[src/rtl/mux_scan_n.sv]
// Registered N-channel, W-bit multiplexer with two modes: manual channel select,
// or an automatic scan that dwells on each channel for a programmable number of cycles.
module mux_scan_n #(
    parameter int WIDTH    = 8,
    parameter int CHANNELS = 4,
    parameter int SEL_W    = $clog2(CHANNELS),
    parameter int DWELL_W  = 16
) (
    input  logic                      clk,
    input  logic                      rst_n,
    input  logic                      en,
    input  logic                      mode,
    input  logic [SEL_W-1:0]          sel_in,
    input  logic [DWELL_W-1:0]        dwell,
    input  logic [CHANNELS*WIDTH-1:0] din,
    output logic [WIDTH-1:0]          dout,
    output logic [SEL_W-1:0]          sel_out,
    output logic                      dout_valid,
    output logic                      ch_wrap
);

    typedef enum logic [1:0] {IDLE, MANUAL, SCAN} state_t;

    localparam logic [SEL_W-1:0] LAST_CH = SEL_W'(CHANNELS - 1);

    state_t               state_q, state_d;
    logic [SEL_W-1:0]     sel_q, sel_next;
    logic [DWELL_W-1:0]   dwell_cnt, cnt_next, cnt_cur, dwell_last;
    logic                 valid_next, wrap_next;

    // Mode is decided by the inputs at each edge, so en/mode changes take effect on that same edge.
    // Comparing with >= lets a shortened dwell advance immediately instead of waiting for the counter to wrap.
    always_comb begin
        state_d    = IDLE;
        sel_next   = sel_q;
        cnt_next   = dwell_cnt;
        valid_next = 1'b0;
        wrap_next  = 1'b0;
        dwell_last = (dwell == '0) ? '0 : dwell - DWELL_W'(1);
        cnt_cur    = (state_q == MANUAL) ? '0 : dwell_cnt;

        if (en) begin
            state_d = mode ? SCAN : MANUAL;
        end

        unique case (state_d)
            MANUAL: begin
                valid_next = 1'b1;
                cnt_next   = '0;
                sel_next   = (32'(sel_in) >= CHANNELS) ? LAST_CH : sel_in;
            end
            SCAN: begin
                valid_next = 1'b1;
                if (cnt_cur >= dwell_last) begin
                    cnt_next = '0;
                    if (sel_q == LAST_CH) begin
                        sel_next  = '0;
                        wrap_next = 1'b1;
                    end else begin
                        sel_next = sel_q + SEL_W'(1);
                    end
                end else begin
                    cnt_next = cnt_cur + DWELL_W'(1);
                end
            end
            default: ;
        endcase
    end

    always_ff @(posedge clk) begin
        if (!rst_n) begin
            state_q    <= IDLE;
            sel_q      <= '0;
            dwell_cnt  <= '0;
            dout       <= '0;
            dout_valid <= 1'b0;
            ch_wrap    <= 1'b0;
        end else begin
            state_q    <= state_d;
            sel_q      <= sel_next;
            dwell_cnt  <= cnt_next;
            dout_valid <= valid_next;
            ch_wrap    <= wrap_next;
            if (state_d != IDLE) begin
                dout <= din[int'(sel_next)*WIDTH +: WIDTH];
            end
        end
    end

    assign sel_out = sel_q;

endmodule

[config.mk]
export PLATFORM = sky130hd
export DESIGN_NAME = mux_scan_n
export DESIGN_NICKNAME = d
export VERILOG_FILES = /design/src/rtl/mux_scan_n.sv
export SDC_FILE = /design/constraint.sdc
export NUM_CORES = 1
export LEC_CHECK = 0
export CAP_MARGIN = 20
export CORE_ASPECT_RATIO = 0.9
export CORE_MARGIN = 2
export CORE_UTILIZATION = 26
export DETAILED_ROUTE_END_ITERATION = 8
export REMOVE_ABC_BUFFERS = 1
export SYNTH_ARGS = -nofsm -noshare
export SYNTH_HDL_FRONTEND = slang
export SYNTH_SLANG_ARGS = --single-unit
[constraint.sdc]
create_clock -name clk -period 3.9 [get_ports clk]
set_input_delay 0.585 -clock clk [delete_from_list [all_inputs] [get_ports clk]]
set_output_delay 0.585 -clock clk [all_outputs]
set_load 0.02 [all_outputs]
Yosys cells after proc, flatten, opt, wreduce, memory -nomap -nowiden
Cells that the tools add are included.
{ "classes": {"addsub": 3, "order_cmp": 1, "eq_ne": 4, "shift": 1, "muxes": 11, "n_reduce_logical": 5} }
{ "op_table": {"columns": ["op", "n"], "rows": [
  ["$mux W16", 3],
  ["$pmux W16 S2", 1],
  ["$shiftx A32 B6 Y8", 1],
  ["$add A16 B1 Y16 const B", 1],
  ["$ge A16 B16 Y1", 1],
  ["$logic_not A16 Y1", 1],
  ["$sub A16 B1 Y16 const B", 1],
  ["$mux W2", 4],
  ["$eq A2 B1 Y1 const B", 2],
  ["$eq A2 B2 Y1 const B", 2],
  ["$pmux W2 S2", 1],
  ["$reduce_bool A2 Y1", 2],
  ["$reduce_and A3 Y1", 1],
  ["$add A2 B1 Y2 const B", 1],
  ["$mux W1", 2],
  ["$reduce_or A2 Y1", 1]
]} }
{ "word_totals": {"regBits": 30, "inputBits": 54, "word_cells": 31} }

Depth between registers and ports, before layout
{ "depth": {"ltp_word": 6, "ltp_mapped": 16, "ltp_nobuf": 15} }

Worst setup path after synthesis
Ideal clock, no wire load.
{ "synth_path": {"path_kind": "in2reg", "start": "input dwell[9]", "end": "register dout[3]", "t_arrival_ps": 3746, "setup_slack_ps": 23, "cell_stages": 16, "cell_sequence": "or4_4 or3_4 nor4_4 nand4_4 buf_6 nand2_1 ha_1 a211oi_2 o21ai_1 a211oi_2 o21ai_2 a2bb2oi_2 clkbuf_1 and3_1 o21ai_1 o211ai_1"} }
{ "synth_between": {"elab_chain_len": 6, "elab_cells_between_ends": 7} }
{ "synth_rtl": {"columns": ["element", "line_no", "source"], "rows": [
  ["from (decl)", "14", "input logic [DWELL_W-1:0] dwell,"],
  ["$sub A16 B1 Y16 or $logic_not A16 Y1 (tied branches)", "39", "dwell_last = (dwell == '0) ? '0 : dwell - DWELL_W'(1);"],
  ["$mux W16 *", "39", null],
  ["$ge A16 B16 Y1 *", "54", "if (cnt_cur >= dwell_last) begin"],
  ["$mux W2 *", "54", null],
  ["$pmux W2 S2 *", "46", "unique case (state_d)"],
  ["$shiftx A32 B6 Y8 *", "85", "dout <= din[int'(sel_next)*WIDTH +: WIDTH];"],
  ["to (signal assigned)", "85", null],
  ["to (decl)", "16", "output logic [WIDTH-1:0] dout,"]
]} }
Mark *: on every way between the ends. The rest lies on a longest branch, timed or not.
A chain may end at the register's enable or synchronous reset.

Worst setup path after layout
{ "layout_path": {"start": "input dwell[6]", "end": "register dout[5]"} }
Same word-level chain as after synthesis.

==> metrics.txt <==
# Max-Cap Violations=0; RSZ-0062 raised after global routing=true; Iter 0 DRT Violations=84; Diodes inserted=0; Yosys reg bits=30; pin count of the biggest net entering global routing=22; clock sink count=30; number of global-route vias before repair=2619; Clock transition at path regs=0.06 ns; post-synth cell types=48; Hold Fails Final Rpt=0; maximum clock path buffer count=2; CP Max Fanout=8; WL final=7290 um; r2r startpoint=state_q[1]$_SDFF_PN0_; Gate Count Post-Synth=316; worst r2r dst=dout[5]$_SDFFE_PN0P_; DRT antenna net count=0; Synth warnings=0; final setup margin=-0.0659 ns; Die Wd=107 um; total core area=9210 um^2; Worst-Skew Late Latency=0.28 ns; Placed Area=3480 um^2; Num CTS Buffers=5; gr usage total=14.0%; grt total ovfl=0; PwrDens=205 nW/um^2; Arr. time, crit path=4.17 ns; Yosys top cell area share=24.2%; min cycle time layout=3.97 ns; Placement Rows=33; vias per cell=4.82; r2r setup slk=0.65 ns; commonest non-fill, non-tap cell in the layout=clkdlybuf4s50_1; most frequent cells in the layout=clkdlybuf4s50_1 (61), nand2_1 (41), dfxtp_1 (30); Synth Cell Area=2480 um^2; HPWL after DPL=5250 um; DR WL/cell=13.6 um; Async S/R FF share, synth=0%; H-Tree Depth=2; status=finished, violations left; Root Buffer=clkbuf_8; initial antenna violation count=0; Yosys top cell by area=dfxtp_1; die area=10300 um^2; failing checks=negative setup slack; placed insts=520; r2r worst-path depth=14; crit end category=register; Final Cycle Share=102%; Leakage=1.65 nW; Final Core Density=42.8%; fraction of layout cells with a size suffix above 1=23.2%; Worst slew margin=59.1%; ys flop type=dfxtp_1; Synth Area per Inst=7.84 um^2; TritonCTS clock tree=built; non-filler cells in the finished layout=535; Final GP Congestion=0.843; die height=96.6 um; worst setup slack after placement=-0.662 ns; Setup violations, final=8; Final Cell Area=3940 um^2; Area contributors post-synth=dfxtp_1 (24%), ha_1 (10%), nand2_1 (7.3%); initial core utilization=26.9%; Critical Path Start Type=input port; max frequency=252 MHz; worst min path class=reg2reg; wire length of the first global-routing pass=11900 um; buffers added on ports=65; Nets=487; Via Count=2580; Slew @ Worst Pin=0.614 ns; Worst setup startpoint=dwell[6]; Hold Buf Count CTS=0; crit path capture=dout[5]$_SDFFE_PN0P_; Post-synth EDFFs=0; Pins Over Slew Limit=0; area delta synth->final=59.1%; worst endpoint required time=4.10 ns; Initial DRT Pass Iterations=4; Peak VDD IR=0.121 mV; clk_skew=0.00432 ns; Seq/Total Area, Yosys=24.2%; DRC viols=0; num ports=66; setup TNS=-0.368 ns; kind of critical path=in2reg
[Yosys cell counts (5+ instances only)]
cell       n
a21boi_0   9
a21oi_1    9
and2_1    17
and3_1    14
clkbuf_1   7
dfxtp_1   30
ha_1      20
inv_1     14
mux2i_1    8
nand2_1   48
nand3_1    6
nor2_1    14
nor2b_1   16
nor3_1     9
o211ai_1   8
o21ai_0   15
xnor2_1    5
xor2_1    12
[kinds of logic after synthesis]
logic type	Yosys count	share of synthesized area (%)
xor gates and xnor gates	17	6.01
AOI/OAI and AO/OA	68	19.4
adders and majority gates	20	10.1
buffers and inverters	27	4.85
DFF	30	24.2
muxes	9	3.69
and+or+nand+nor	145	31.7
[registers in the layout (all words and copies together), names as in the netlist]
signal	count
dout	8
ch_wrap	1
dout_valid	1
state_q	2
sel_out	2
dwell_cnt	16
[critical path, cell delays in order]
cell      delay, ns
buf_6          0.09
or4_4          0.52
or3_4          0.41
nor4_4         0.21
nand4_4        0.24
buf_12         0.20
nand2_4        0.05
ha_4           0.21
a21oi_4        0.14
nand2_2        0.08
a211oi_4       0.35
o21ai_4        0.15
buf_6          0.14
mux2_4         0.31
a21oi_2        0.15
buf_6          0.17
o21ai_2        0.07
o211ai_1       0.09
[report_power, final]
part           switching (W)  internal, W
Sequential        0.00000762     0.000318
Combinational       0.000110     0.000140
Clock               0.000111     0.000123
[layer usage]
metal	vias to the layer above	wire length [um]	track usage (%)
li1	1309	-	-
met1	1178	3280	17.7
met2	81	3360	23.5
met3	12	530	3.77
met4	0	114	3.10
met5	-	0	0
[timing repair]
item,4_1_cts,5_1_grt
cloned,1,2
setup endpoints to repair,23,17
pin swaps,18,19
gates resized for setup,43,42
setup buffers,5,0
[metrics by stage]
| step | hold WS (ns) | total power (W) |
|---|---|---|
| 2_1_floorplan | 0.476 | 0.000421 |
| 3_3_place_gp | 0.463 | 0.000546 |
| 3_5_place_dp | 0.475 | 0.000549 |
| 4_1_cts | 0.491 | 0.000802 |
| 5_1_grt | 0.514 | 0.000852 |
| 6_report | 0.493 | 0.000809 |
[layout make-up]
class	instances	area (um^2)
Inverter	14	52.6
Clock buffer	7	76.3
Fill cell	914	5270
Timing Repair Buffer	103	1030
Multi-Input combinational cell	259	2030
Sequential cell	30	601
Tap cell	122	153
[worst min path at each step]
stage / start / cells after the start / slack (ns) / end
4_1_cts: dout[6]$_SDFFE_PN0P_ / 2 / 0.49 / dout[6]$_SDFFE_PN0P_
6_report: dout[7]$_SDFFE_PN0P_ / 2 / 0.49 / dout[7]$_SDFFE_PN0P_
3_5_place_dp: dout[7]$_SDFFE_PN0P_ / 2 / 0.48 / dout[7]$_SDFFE_PN0P_
2_1_floorplan: dwell_cnt[15]$_SDFFE_PN0N_ / 2 / 0.48 / dwell_cnt[15]$_SDFFE_PN0N_
3_3_place_gp: dout[7]$_SDFFE_PN0P_ / 2 / 0.46 / dout[7]$_SDFFE_PN0P_
5_1_grt: dout[7]$_SDFFE_PN0P_ / 2 / 0.51 / dout[7]$_SDFFE_PN0P_
(Power assumes the default switching activity.)
